### config.mk
export PLATFORM = sky130hd
export DESIGN_NAME = word_serializer
export DESIGN_NICKNAME = d
export VERILOG_FILES = /design/src/rtl/word_serializer.sv
export SDC_FILE = /design/constraint.sdc
export NUM_CORES = 1
export LEC_CHECK = 0
export CAP_MARGIN = 25
export CORE_ASPECT_RATIO = 0.9
export CORE_UTILIZATION = 49
export DETAILED_ROUTE_END_ITERATION = 12
export HOLD_SLACK_MARGIN = 0.1
export PLACE_DENSITY = 0.79
export SLEW_MARGIN = 20
export SYNTH_ARGS = -nofsm -noshare
export SYNTH_HDL_FRONTEND = slang
export SYNTH_SLANG_ARGS = --single-unit
### constraint.sdc
create_clock -name clk -period 1.98 [get_ports clk]
set_clock_uncertainty 0.05 [all_clocks]
set_input_delay 0.396 -clock clk [delete_from_list [all_inputs] [get_ports clk]]
set_output_delay 0.396 -clock clk [all_outputs]
set_load 0.05 [all_outputs]
### src/rtl/word_serializer.sv
// rtl/word_serializer.sv - MSB-first parallel-to-serial word converter with detector clear pulse
//
// Purpose: accepts a WIDTH-bit word on a valid/ready handshake and shifts it out
// MSB first, one bit per clock. An optional one-cycle det_clear pulse precedes
// each word so a downstream serial pattern detector can be reset between words.
//
// Optional feature macro: WORD_SERIALIZER_CLEAR_EN
//   defined   : IDLE -> CLEAR -> SHIFT, det_clear pulses in the CLEAR cycle
//   undefined : IDLE -> SHIFT, det_clear tied low, one cycle less latency
//
// Ports:
//   clk         in   single clock, rising edge
//   reset       in   asynchronous active-low reset
//   load_valid  in   load_data holds a valid word
//   load_data   in   WIDTH-bit word to serialize
//   load_ready  out  block accepts a word this cycle
//   ser_bit     out  serial data, MSB first, 0 when ser_valid is low
//   ser_valid   out  ser_bit is meaningful
//   ser_last    out  ser_bit is the LSB of the word
//   det_clear   out  one-cycle clear pulse for the downstream detector
//   word_count  out  completed words, modulo 256

module word_serializer #(
  parameter int WIDTH = 8
) (
  input  logic             clk,
  input  logic             reset,
  input  logic             load_valid,
  input  logic [WIDTH-1:0] load_data,
  output logic             load_ready,
  output logic             ser_bit,
  output logic             ser_valid,
  output logic             ser_last,
  output logic             det_clear,
  output logic [7:0]       word_count
);

  localparam int CW = $clog2(WIDTH);
  localparam logic [CW-1:0] LP_CNT_ONE  = CW'(1);
  localparam logic [CW-1:0] LP_CNT_LAST = CW'(WIDTH - 1);

  typedef enum logic [1:0] {
    ST_IDLE  = 2'd0,
    ST_CLEAR = 2'd1,
    ST_SHIFT = 2'd2
  } state_t;

  state_t           r_state;
  logic [WIDTH-1:0] r_shift;
  logic [CW-1:0]    r_cnt;
  logic [7:0]       r_word_count;
  logic             r_load_ready;
  logic             r_ser_bit;
  logic             r_ser_valid;
  logic             r_ser_last;

`ifdef WORD_SERIALIZER_CLEAR_EN
  logic             r_det_clear;
  assign det_clear = r_det_clear;
`else
  assign det_clear = 1'b0;
`endif

  assign load_ready = r_load_ready;
  assign ser_bit    = r_ser_bit;
  assign ser_valid  = r_ser_valid;
  assign ser_last   = r_ser_last;
  assign word_count = r_word_count;

  // Outputs are registered: each transition loads the values that belong to
  // the state being entered, so ser_bit always mirrors the MSB of r_shift
  // while in SHIFT.
  always_ff @(posedge clk or negedge reset) begin
    if (!reset) begin
      r_state      <= ST_IDLE;
      r_shift      <= '0;
      r_cnt        <= '0;
      r_word_count <= '0;
      r_load_ready <= 1'b0;
      r_ser_bit    <= 1'b0;
      r_ser_valid  <= 1'b0;
      r_ser_last   <= 1'b0;
`ifdef WORD_SERIALIZER_CLEAR_EN
      r_det_clear  <= 1'b0;
`endif
    end else begin
      case (r_state)
        ST_IDLE: begin
          // Ready rises on the first edge after reset release.
          r_load_ready <= 1'b1;
          if (load_valid && r_load_ready) begin
            r_shift      <= load_data;
            r_cnt        <= '0;
            r_load_ready <= 1'b0;
`ifdef WORD_SERIALIZER_CLEAR_EN
            r_det_clear  <= 1'b1;
            r_state      <= ST_CLEAR;
`else
            r_ser_valid  <= 1'b1;
            r_ser_bit    <= load_data[WIDTH-1];
            r_state      <= ST_SHIFT;
`endif
          end
        end
`ifdef WORD_SERIALIZER_CLEAR_EN
        ST_CLEAR: begin
          r_det_clear <= 1'b0;
          r_ser_valid <= 1'b1;
          r_ser_bit   <= r_shift[WIDTH-1];
          r_state     <= ST_SHIFT;
        end
`endif
        ST_SHIFT: begin
          if (r_cnt == LP_CNT_LAST) begin
            r_state      <= ST_IDLE;
            r_cnt        <= '0;
            r_ser_valid  <= 1'b0;
            r_ser_bit    <= 1'b0;
            r_ser_last   <= 1'b0;
            r_load_ready <= 1'b1;
            r_word_count <= r_word_count + 8'd1;
          end else begin
            r_shift    <= r_shift << 1;
            r_ser_bit  <= r_shift[WIDTH-2];
            r_cnt      <= r_cnt + LP_CNT_ONE;
            r_ser_last <= ((r_cnt + LP_CNT_ONE) == LP_CNT_LAST);
          end
        end
        default: begin
          r_state <= ST_IDLE;
        end
      endcase
    end
  end

endmodule

Word level (Yosys, flattened, before mapping)

Cells that the tools add are included.

$add $sub $neg: 2
Equal/unequal tests: 6
Mux-type cells: 19
Reduce and logical (&&, ||, !) cells: 9

Operators by type and width:

| cell                | count |
|---|---|
| $mux 7              | 2 |
| $pmux 7 s2          | 1 |
| $add 8x1->8 const B | 1 |
| $reduce_and 2->1    | 4 |
| $mux 1              | 7 |
| $eq 3x3->1 const B  | 2 |
| $mux 3              | 2 |
| $ne 2x2->1 const B  | 3 |
| $pmux 1 s2          | 3 |
| $pmux 3 s2          | 1 |
| $reduce_and 3->1    | 2 |
| $mux 2              | 2 |
| $pmux 2 s2          | 1 |
| $add 3x1->3 const B | 1 |
| $eq 2x2->1 const B  | 1 |
| $logic_not 2->1     | 1 |
| $reduce_bool 2->1   | 1 |
| $logic_and 1x1->1   | 1 |

Flip-flop bits (word level): 24
Input port bits: 11
Output and inout port bits: 13
Word-level logic and storage cells: 44

Depth between registers and ports, before layout

Gate-level depths: netlist of the first run.

Word-level depth: 3
Gate-level depth with buffers: 5

Least setup slack after synthesis of the first run

Ideal clock, no wire load.

Path type: register to register
From: register r_cnt[0]
To: register r_shift[1]
Setup time: 125 ps
Arrival: 1490 ps
Slack: 315 ps
Stages on the path, launching flop included: 6
Buffers on the path: 0
Clock period less this slack: 1665 ps
Cell sequence: dfrtp_1 -> ha_1 -> ha_1 -> nand2b_1 -> o21ai_4 -> mux2_4

Cells in the longest elaborated chain, start to end: 3

RTL lines:

| item                       | RTL line | text |
|---|---|---|
| from (decl)                | 50       | `logic [CW-1:0] r_cnt;` |
| from (signal assigned)     | 125      | `r_cnt <= r_cnt + LP_CNT_ONE;` |
| $eq 3x3->1                 | 114      | `if (r_cnt == LP_CNT_LAST) begin` |
| $ne 2x2->1 (no line)       | n/a      |  |
| $reduce_and 3->1 (no line) | n/a      |  |
| to (signal assigned)       | 92       | `r_shift <= load_data;` |
| to (signal assigned)       | 123      | `r_shift <= r_shift << 1;` |
| to (decl)                  | 49       | `logic [WIDTH-1:0] r_shift;` |

Every way passes these cells.
A chain may end at the register's enable or synchronous reset.

Worst setup path after layout of the first run

From: register r_ser_bit, in the netlist ser_bit
To: output port ser_bit

RTL lines:

| item                   | RTL line | text |
|---|---|---|
| from (decl)            | 53       | `logic r_ser_bit;` |
| from (signal assigned) | 100      | `r_ser_bit <= load_data[WIDTH-1];` |
| from (signal assigned) | 124      | `r_ser_bit <= r_shift[WIDTH-2];` |
| to (decl)              | 31       | `output logic ser_bit,` |

No word-level cell between the ends.

==> results of run 1 <==
power by group through the flow:
stage / clock network [mW] / logic [mW] / registers (mW)
2_1_floorplan: 0 / 0.584 / 1.00
3_3_place_gp: 0 / 1.07 / 0.793
3_5_place_dp: 0 / 1.10 / 0.799
4_1_cts: 0.205 / 1.11 / 0.791
5_1_grt: 0.220 / 1.18 / 0.817
6_report: 0.190 / 1.10 / 0.790
placed cells by master, fill, tap and decap left out:
cell type,instances
mux2i_1,6
nand2_2,1
mux2_4,8
o21ai_0,3
dlygate4sd2_1,1
nand2_1,7
and4_1,1
mux2_2,3
xnor2_1,7
and3_1,2
buf_4,12
nand4_1,3
ha_1,5
o21ai_4,1
o22ai_1,2
nand2b_1,2
buf_12,1
dfrtp_1,22
inv_1,3
clkbuf_4,3
clkdlybuf4s50_1,11
dlymetal6s2s_1,1
o22a_1,1
nand3_1,3
conb_1,1
per-stage QoR:
step	utilization [%]	hold WS, ns
after floorplan	-	0.05041
after global placement	66.73	0.4104
after detailed placement	66.73	0.4407
after CTS	67.80	0.3823
after global routing	67.92	0.3858
final	67.92	0.3845
synth_stat cells (all sizes together):
library cell | count | share of area (%)
dfrtp | 22 | 51
mux2 | 11 | 14
nand2 | 8 | 3.0
xnor2 | 7 | 5.7
mux2i | 6 | 5.6
ha | 5 | 5.8
o21ai | 4 | 2.9
buf | 3 | 2.2
inv | 3 | 1.0
nand3 | 3 | 1.4
nand4 | 3 | 1.7
and3 | 2 | 1.2
nand2b | 2 | 1.2
o22ai | 2 | 1.2
and4 | 1 | 0.81
conb | 1 | 0.35
o22a | 1 | 0.81
routing by layer:
| layer | vias up | track usage (%) | wire length, um |
|---|---|---|---|
| met5 | - | 0 | 0 |
| met1 | 327 | 22.31 | 919 |
| met4 | 0 | 8.108 | 29 |
| li1 | 341 | - | - |
| met2 | 14 | 31.95 | 953 |
| met3 | 5 | 6.931 | 77 |
state kept, by name, summed over array words and instances, names as in the netlist:
name	cells
word_count	8
r_shift	7
r_cnt	3
load_ready	1
ser_bit	1
ser_last	1
ser_valid	1
cells by family (layout without fill, tap and decap cells):
family,after synthesis,after routing
xor+xnor,7,7
simple gates,19,19
buf+inv,6,32
flops,22,22
compound gates,7,7
other cells,1,1
mux,17,17
fa+ha+maj,5,5
what timing repair did:
action,CTS,global route
setup endpoints to repair,1,1
setup buffers,0,0
gates cloned,0,0
hold buffers,0,0
gates resized for setup,1,1
final timing paths:
kind	start	endpoint	slack, ns
setup / recovery	ser_bit$_DFFE_PN0P_	ser_bit	0.07
hold / removal	reset	load_ready$_DFFE_PN0P_	0.38
setup reg to reg	r_cnt[0]$_DFFE_PN0P_	r_shift[5]$_DFFE_PN0P_	0.21
hold reg to reg	word_count[7]$_DFFE_PN0P_	word_count[7]$_DFFE_PN0P_	0.45
max in group asynchronous	reset	r_shift[3]$_DFFE_PN0P_	1.28
min in group clk	word_count[7]$_DFFE_PN0P_	word_count[7]$_DFFE_PN0P_	0.45
area by class of cell:
cell class	instances	share of cell area, %
Tap cell	25	2.315
Timing Repair Buffer	26	17.87
Clock buffer	3	1.667
Multi-Input combinational cell	56	36.57
Sequential cell	22	40.74
Inverter	3	0.8333
==> metrics, run 1 <==
Critical Path End Type=primary output; Slew headroom=about three fifths; simple-gate area share of the yosys netlist=roughly 9.3%; RD Place Congestion=~0.75; CP max stage cell=clkdlybuf4s50_1; cell family with most CP delay=buffers and inverters; share of cells above drive strength 1=26.36%; Max Transition Viols Final=0; main combinational cell family by area after synthesis=multiplexers; Post-Synth Adder-Cell Area=between 5 and 6%; Peak VDD IR=a little under 0.9 mV; design area=about 0.0014 mm^2; total wire length=1.979 mm; Seq. cell area=between 500 and 600 um^2; Max-cap violations=0; setup TNS=0 ns; Mean Syn Cell Area=12.85 um^2; Worst-path clk slew=~0.11 ns; H-Tree Depth=1; fill cell count=roughly 150; Post-DRT Antenna Nets=0; Netlist cell types=22; slowest stage delay, CP=0.80 ns; clock buffer depth=2; Mapped Area=roughly 0.0011 mm^2; Overflow after GRT=0; Hold Path Class=in2async; setup violators final=0; Startpoint Class=flop; yosys warns=0; Switching Share=approximately two fifths; CORE AREA=about 0.0020 mm^2; XOR/XNOR Fraction of Synth Area=approximately 5.7%; register area share after synthesis=50.98%; Synth Register Bits=22; initial DRC count=5; Hold Fails Final Rpt=0; total die area=between 0.002 and 0.0025 mm^2; vias per inst=5.089; Mapped Cells=84; fmax=about 0.52 GHz; Critical Path Fanout Max=2; fin crit share=between 90 and 100%; Crit Path Class=reg2out; drt drc=0; CTS Root Cell=clkbuf_4; dpl hpwl=1.489 mm; CTS Buf Count=3; post-route minimum period=roughly 1.9 ns; First-pass DRT Iterations=2; crit-path cells=clkdlybuf4s50_1; worst setup margin=between 0.06 and 0.07 ns; status=completed; Total GRT Usage=roughly a fifth; Gate power share=52.8%; internal power=1.210 mW; Buf/Inv on CP=1; I/O Pins=24; CTS tree=yes; largest net degree at the start of global routing=23; Worst Reg-to-Reg Cells=5; vias in the first global route=718; Crit path depth=1; Skew-Pair Late Insertion Delay=0.30 ns; IO buf count=22; Die Y=between 40 and 50 um; post-detailed-route wirelength per cell=between 10 and 15 um; Total Power=2.077 mW; synth-to-layout area growth=25.15%; global-route wire length before repair=~3.1 mm; unrepaired setup endpoints after global routing=no; pre-CTS setup slack=about 0.23 ns; area fraction in compound gates after synthesis=about 4.9%; Synthesized Nets=100; post-synthesis mux area share=between 10% and 20%; Clock Power Share=under 10%; initial core utilization=a little over half; CTS sink count=22; sequential share of power=38.0%; sw power=0.8672 mW; dpl cells=roughly 130; DR vias=slightly below 700; # nets final=around 130; WP data required=between 1.5 and 2 ns; initial antenna violation count=0; area of the multi-input gates=~500 um^2; pwr/cell area=~1500 mW/mm^2; CP Data Arrival Time=1.47 ns; Least-Margin Pin Slew=0.5836 ns; num rows=15; fin cells=around 140; Leak=0.6854 nW; DIE WIDTH=between 50 and 60 um; Post-Place Cell Area=roughly 0.0013 mm^2; n_diodes=0
No activity file was read; power rests on OpenSTA's default activity.
==> run 2, diff against run 1 <==
--- a/config.mk
+++ b/config.mk
@@ -5,6 +5,7 @@
 export SDC_FILE = /design/constraint.sdc
 export NUM_CORES = 1
 export LEC_CHECK = 0
+export ABC_AREA = 1
 export CAP_MARGIN = 25
 export CORE_ASPECT_RATIO = 0.9
 export CORE_UTILIZATION = 49
==> metrics, run 2 <==
Synthesized Nets=136 (+36%); Hold Fails Final Rpt=0 (unchanged); Critical Path End Type=primary output; CTS sink count=22 (unchanged); Total GRT Usage=18.32% (-0.77 points); largest net degree at the start of global routing=23 (unchanged); Max-cap violations=0 (unchanged); Overflow after GRT=0 (unchanged); max reg flops=8 (unchanged); Hold Path Class=in2async; flop2flop setup slack=0.40 ns (+0.19 ns); RD Place Congestion=0.7587 (+1.1%); setup TNS=0 ns (unchanged); Top FF cell, synth=dfrtp_1; post-detailed-route wirelength per cell=11.80 um (-20%); Switching Share=46.48% (+4.7 points); initial DRC count=14 (+9); cell family with most CP delay=buffers and inverters; sw power=0.9529 mW (+9.9%); clock buffer depth=2 (unchanged); fin crit share=96.48% (about the same); CTS Root Cell=clkbuf_4; Buf/Inv on CP=1 (unchanged); First-pass DRT Iterations=4 (+2); I/O Pins=24 (unchanged); Seq. cell area=550.5 um^2 (unchanged); Peak VDD IR=0.8066 mV (-8.3%); Post-Synth Adder-Cell Area=5.650% (-0.14 points); global-route wire length before repair=3.070 mm (-2.0%); Die Y=47.10 um (+1.2%); IO buf count=22 (unchanged); FF-to-FF End=load_ready$_DFFE_PN0P_; CTS Buf Count=3 (unchanged); Post-DRT Antenna Nets=0 (unchanged); Startpoint Class=flop; DIE WIDTH=52.11 um (+1.2%); WHS=0.3720 ns (-0.01252 ns); internal power=1.097 mW (-9.3%); Mean Syn Cell Area=9.228 um^2 (-28%); fmax=0.5235 GHz (about the same); Mapped Area=0.001107 mm^2 (+2.5%); area of the multi-input gates=469.2 um^2 (-5.1%); initial antenna violation count=0 (unchanged); Gate power share=51.0% (-1.8 points); Crit Path Class=reg2out; CP Data Arrival Time=1.46 ns (about the same); synth-to-layout area growth=21.81%; cell taking the most area after synthesis=dfrtp_1; share of cells above drive strength 1=19.72% (-6.6 points); unrepaired setup endpoints after global routing=no; H-Tree Depth=1 (unchanged); Critical Path Fanout Max=2 (unchanged); pre-CTS setup slack=0.3503 ns (+0.1230 ns); post-route minimum period=1.910 ns (-0.001305 ns); drt drc=0 (unchanged); WP data required=1.53 ns (about the same); slowest stage delay, CP=0.80 ns (about the same); yosys warns=0 (unchanged); Netlist cell types=25 (+14%); worst setup margin=0.06960 ns (+0.001305 ns); main combinational cell family by area after synthesis=simple AND/OR/NAND/NOR gates; total wire length=1.970 mm (-0.45%); most common cell in the netlist=nand2_1; share of the synthesized area in the top cell type=49.72% (-1.3 points); vias per inst=4.808 (-5.5%); simple-gate area share of the yosys netlist=22.15% (+13 points); register area share after synthesis=49.72% (-1.3 points); CTS tree=yes; Crit path depth=1 (unchanged); vias in the first global route=685 (-4.6%); Total Power=2.050 mW (-1.3%); Skew-Pair Late Insertion Delay=0.30 ns (about the same); Worst-path clk slew=0.11 ns (about the same); Worst Reg-to-Reg Cells=5 (unchanged); top post-synthesis cells by area=dfrtp_1, nand2_1, ha_1; postcts setup bufs=0 (unchanged); # nets final=160 (+25%); dpl hpwl=1.448 mm (-2.7%); Synth Register Bits=22 (unchanged); Slew headroom=62.23% (+1.1 points); fin util=66.54% (-1.4 points); Leak=0.7046 nW (+2.8%); most frequent cells in the layout=nand2_1, dfrtp_1, inv_1, o21ai_0, clkdlybuf4s50_1; Commonest cells post-synth=nand2_1, dfrtp_1, inv_1, o21ai_0; DR vias=803 (+17%); status=completed; setup violators final=0 (unchanged); XOR/XNOR Fraction of Synth Area=3.164% (-2.5 points); worst r2r src=ser_valid$_DFFE_PN0P_; total die area=0.002454 mm^2 (+2.4%); area fraction in compound gates after synthesis=11.07% (+6.2 points); Post-synth EDFFs=0 (unchanged); crit-path cells=clkdlybuf4s50_1; sequential share of power=39.4% (+1.4 points); num rows=15 (unchanged); pwr/cell area=1520 mW/mm^2 (-1.1%); CP max stage cell=clkdlybuf4s50_1; most common cell after layout, fill and taps aside=nand2_1; Clock Power Share=9.6% (+0.4 points); n_diodes=0 (unchanged); fill cell count=180 (+17%); Max Transition Viols Final=0 (unchanged); initial core utilization=54.63% (+0.35 points); Mapped Cells=120 (+43%); post-synthesis mux area share=0% (-20 points); CORE AREA=0.002027 mm^2 (+1.9%); fraction of registers with async set/reset=100.0% (unchanged); Least-Margin Pin Slew=0.5666 ns (-0.01696 ns)
==> run 2: cell count changes in the layout (fill, tap and decap cells not counted), moves of 3 or more <==
cell	delta
nand4_1	-3
nand2_1	+26
o21ai_2	+3
nand3_1	+3
buf_4	-5
o21ai_0	+9
mux2_4	-8
or2_2	+6
inv_1	+9
mux2_2	-3
xnor2_1	-5
mux2i_1	-6
==> run 2: power groups by stage <==
stage | registers (mW) | logic (mW) | clock network, mW
after floorplan | 1.03 | 0.569 | 0
after global placement | 0.804 | 1.02 | 0
after detailed placement | 0.817 | 1.06 | 0
after CTS | 0.807 | 1.06 | 0.206
after global routing | 0.832 | 1.14 | 0.232
final | 0.809 | 1.04 | 0.196
==> run 2: layout make-up <==
type                            count  share of cell area (%)
Sequential cell                    22                   40.82
Multi-Input combinational cell     81                   34.79
Timing Repair Buffer               23                   16.79
Inverter                           13                   3.618
Tap cell                           25                   2.319
Clock buffer                        3                   1.670
==> run 2: cell families (layout without fill, tap and decap cells) <==
group,after synthesis,count (layout)
xor+xnor,4,4
flops,22,22
buf+inv,17,39
compound gates,19,19
fa+ha+maj,5,5
other cells,1,1
simple gates,52,52
==> run 2: metal layers <==
| metal | global-route usage, % | routed length, um |
|---|---|---|
| met1 | 24.34 | 984 |
| met5 | 0 | 0 |
| met4 | 8.108 | 18 |
| met3 | 6.796 | 74 |
| met2 | 26.92 | 893 |
==> run 2: repair_timing <==
action | CTS | global route
hold buffers | 0 | 0
resized for setup | 1 | 2
setup endpoints to repair | 1 | 2
hold endpoints to repair | 0 | 0
==> run 2: how the worst max path moves through the flow <==
stage / slack, ns / endpoint / start
2_1_floorplan: 0.47 / word_count[6]$_DFFE_PN0P_ / word_count[0]$_DFFE_PN0P_
3_3_place_gp: 0.37 / word_count[5] / word_count[5]$_DFFE_PN0P_
3_5_place_dp: 0.35 / word_count[5] / word_count[5]$_DFFE_PN0P_
4_1_cts: 0.04 / word_count[7] / word_count[7]$_DFFE_PN0P_
5_1_grt: 0.007 / ser_last / ser_last$_DFFE_PN0P_
6_report: 0.07 / ser_last / ser_last$_DFFE_PN0P_
==> run 2: stage by stage <==
stage	area, um^2	cells
6_report	1349	167
2_1_floorplan	1107	120
5_1_grt	1349	167
3_5_place_dp	1323	164
3_3_place_gp	1323	164
4_1_cts	1344	167
==> run 3, diff against run 2 <==
--- a/config.mk
+++ b/config.mk
@@ -7,7 +7,6 @@
 export LEC_CHECK = 0
 export ABC_AREA = 1
 export CAP_MARGIN = 25
-export CORE_ASPECT_RATIO = 0.9
 export CORE_UTILIZATION = 49
 export DETAILED_ROUTE_END_ITERATION = 12
 export HOLD_SLACK_MARGIN = 0.1
==> metrics, run 3 (same netlist as run 2, synthesis figures left out) <==
status=completed; clock buffer depth=2 (unchanged); synth-to-layout area growth=23.96%; met1 usage=23.89% (-0.45 points); global-route wire length before repair=3.429 mm (+12%); num rows=16 (+1); CP Data Arrival Time=1.25 ns (-0.21 ns); First-pass DRT Iterations=4 (unchanged); CTS tree=yes; initial core utilization=54.23% (-0.40 points); CTS Buf Count=3 (unchanged); vias in the first global route=772 (+13%); CP max stage cell=dlygate4sd2_1; met2 Usage GRT=31.08% (+4.2 points); fmax=0.5897 GHz (+13%); pre-CTS setup slack=0.3546 ns (+0.004359 ns); post-route minimum period=1.696 ns (-0.2147 ns); Slew headroom=65.85% (+3.6 points); Die Y=49.54 um (+5.2%); Critical Path End Type=primary output; largest net degree at the start of global routing=23 (unchanged); Peak VDD IR=1.008 mV (+25%); Hold Path Class=in2async; Leak=0.7421 nW (+5.3%); Overflow after GRT=0 (unchanged); Hold Fails Final Rpt=0 (unchanged); cell family with most CP delay=buffers and inverters; # nets final=161 (+0.63%); WP data required=1.53 ns (about the same); pwr/cell area=1526 mW/mm^2 (+0.43%); CTS Root Cell=clkbuf_4; IO buf count=22 (unchanged); most common cell after layout, fill and taps aside=nand2_1; dpl hpwl=1.390 mm (-4.0%); postcts setup bufs=0 (unchanged); setup violators final=0 (unchanged); I/O Pins=24 (unchanged); met3 Use GR=3.704% (-3.1 points); H-Tree Depth=1 (unchanged); crit-path cells=dlygate4sd2_1; Skew-Pair Late Insertion Delay=0.31 ns (about the same); Max-cap violations=0 (unchanged); total wire length=1.917 mm (-2.7%); max reg flops=8 (unchanged); Max Transition Viols Final=0 (unchanged); vias per inst=4.684 (-2.6%); post-detailed-route wirelength per cell=11.21 um (-5.0%); Buf/Inv on CP=1 (unchanged); CORE AREA=0.002042 mm^2 (+0.74%); Total GRT Usage=18.49% (+0.18 points); RD Place Congestion=0.7215 (-4.9%); n_diodes=0 (unchanged); most frequent cells in the layout=nand2_1, dfrtp_1, inv_1, o21ai_0, clkdlybuf4s50_1; initial antenna violation count=0 (unchanged); Startpoint Class=flop; slowest stage delay, CP=0.54 ns (-0.26 ns); unrepaired setup endpoints after global routing=no; drt drc=0 (unchanged); DIE WIDTH=49.54 um (-4.9%); setup TNS=0 ns (unchanged); initial DRC count=11 (-3); Post-DRT Antenna Nets=0 (unchanged); DR vias=801 (-0.25%); Worst-path clk slew=0.13 ns (+0.02 ns); total die area=0.002454 mm^2 (about the same); Critical Path Fanout Max=4 (+2); CTS sink count=22 (unchanged); Least-Margin Pin Slew=0.5113 ns (-0.05527 ns); Crit Path Class=reg2out; worst setup margin=0.2844 ns (+0.2147 ns); fin crit share=85.64% (-11 points); share of cells above drive strength 1=21.53% (+1.8 points); busiest grt layer=met2
[run 3: cell types whose count changed in the layout (fill, tap and decap cells not counted), sizes merged]
cell and delta:
buf +2, clkdlybuf4s50 -2, clkbuf +1, dlymetal6s2s +1
[run 3: layout make-up]
class | count | area [um^2]
Inverter | 13 | 48.80
Tap cell | 27 | 33.78
Multi-Input combinational cell | 81 | 469.2
Fill cell | 176 | 669.4
Timing Repair Buffer | 24 | 234.0
Sequential cell | 22 | 550.5
Clock buffer | 4 | 36.28
[run 3: final timing paths]
check / cells past startpoint / to / startpoint / slack, ns
worst max-delay path: 1 / word_count[1] / word_count[1]$_DFFE_PN0P_ / 0.28
worst min-delay path: 2 / word_count[0]$_DFFE_PN0P_ / reset / 0.37
worst max register to register: 6 / r_shift[4]$_DFFE_PN0P_ / r_cnt[1]$_DFFE_PN0P_ / 0.46
worst min register to register: 2 / r_shift[3]$_DFFE_PN0P_ / r_shift[3]$_DFFE_PN0P_ / 0.44
max in group asynchronous: 2 / r_cnt[1]$_DFFE_PN0P_ / reset / 1.29
min in group clk: 2 / r_shift[3]$_DFFE_PN0P_ / r_shift[3]$_DFFE_PN0P_ / 0.44
[run 3: per-stage QoR]
| step | hold slack, ns | cells | utilization (%) | area, um^2 | power [mW] |
|---|---|---|---|---|---|
| 2_1_floorplan | 0.05041 | 120 | - | 1107 | 1.601 |
| 3_3_place_gp | 0.4115 | 167 | 65.13 | 1330 | 1.838 |
| 3_5_place_dp | 0.4132 | 167 | 65.13 | 1330 | 1.879 |
| 4_1_cts | 0.3768 | 171 | 66.85 | 1365 | 2.118 |
| 5_1_grt | 0.3861 | 171 | 67.22 | 1373 | 2.257 |
| 6_report | 0.3677 | 171 | 67.22 | 1373 | 2.095 |
[run 3: repair_timing]
action	CTS	global route
gates resized for setup	1	3
setup endpoints to repair	1	3
hold buffers	0	0
[run 3: report_power, final]
part / internal, mW / switching, mW / total (mW)
clock network: 0.112 / 0.140 / 0.252
logic: 0.393 / 0.677 / 1.07
registers: 0.634 / 0.140 / 0.774
[run 3: per-layer routing]
| layer | up-vias | routed length, um |
|---|---|---|
| met4 | 0 | 12 |
| li1 | 423 | - |
| met2 | 18 | 896 |
| met1 | 358 | 932 |
| met5 | - | 0 |
| met3 | 2 | 74 |
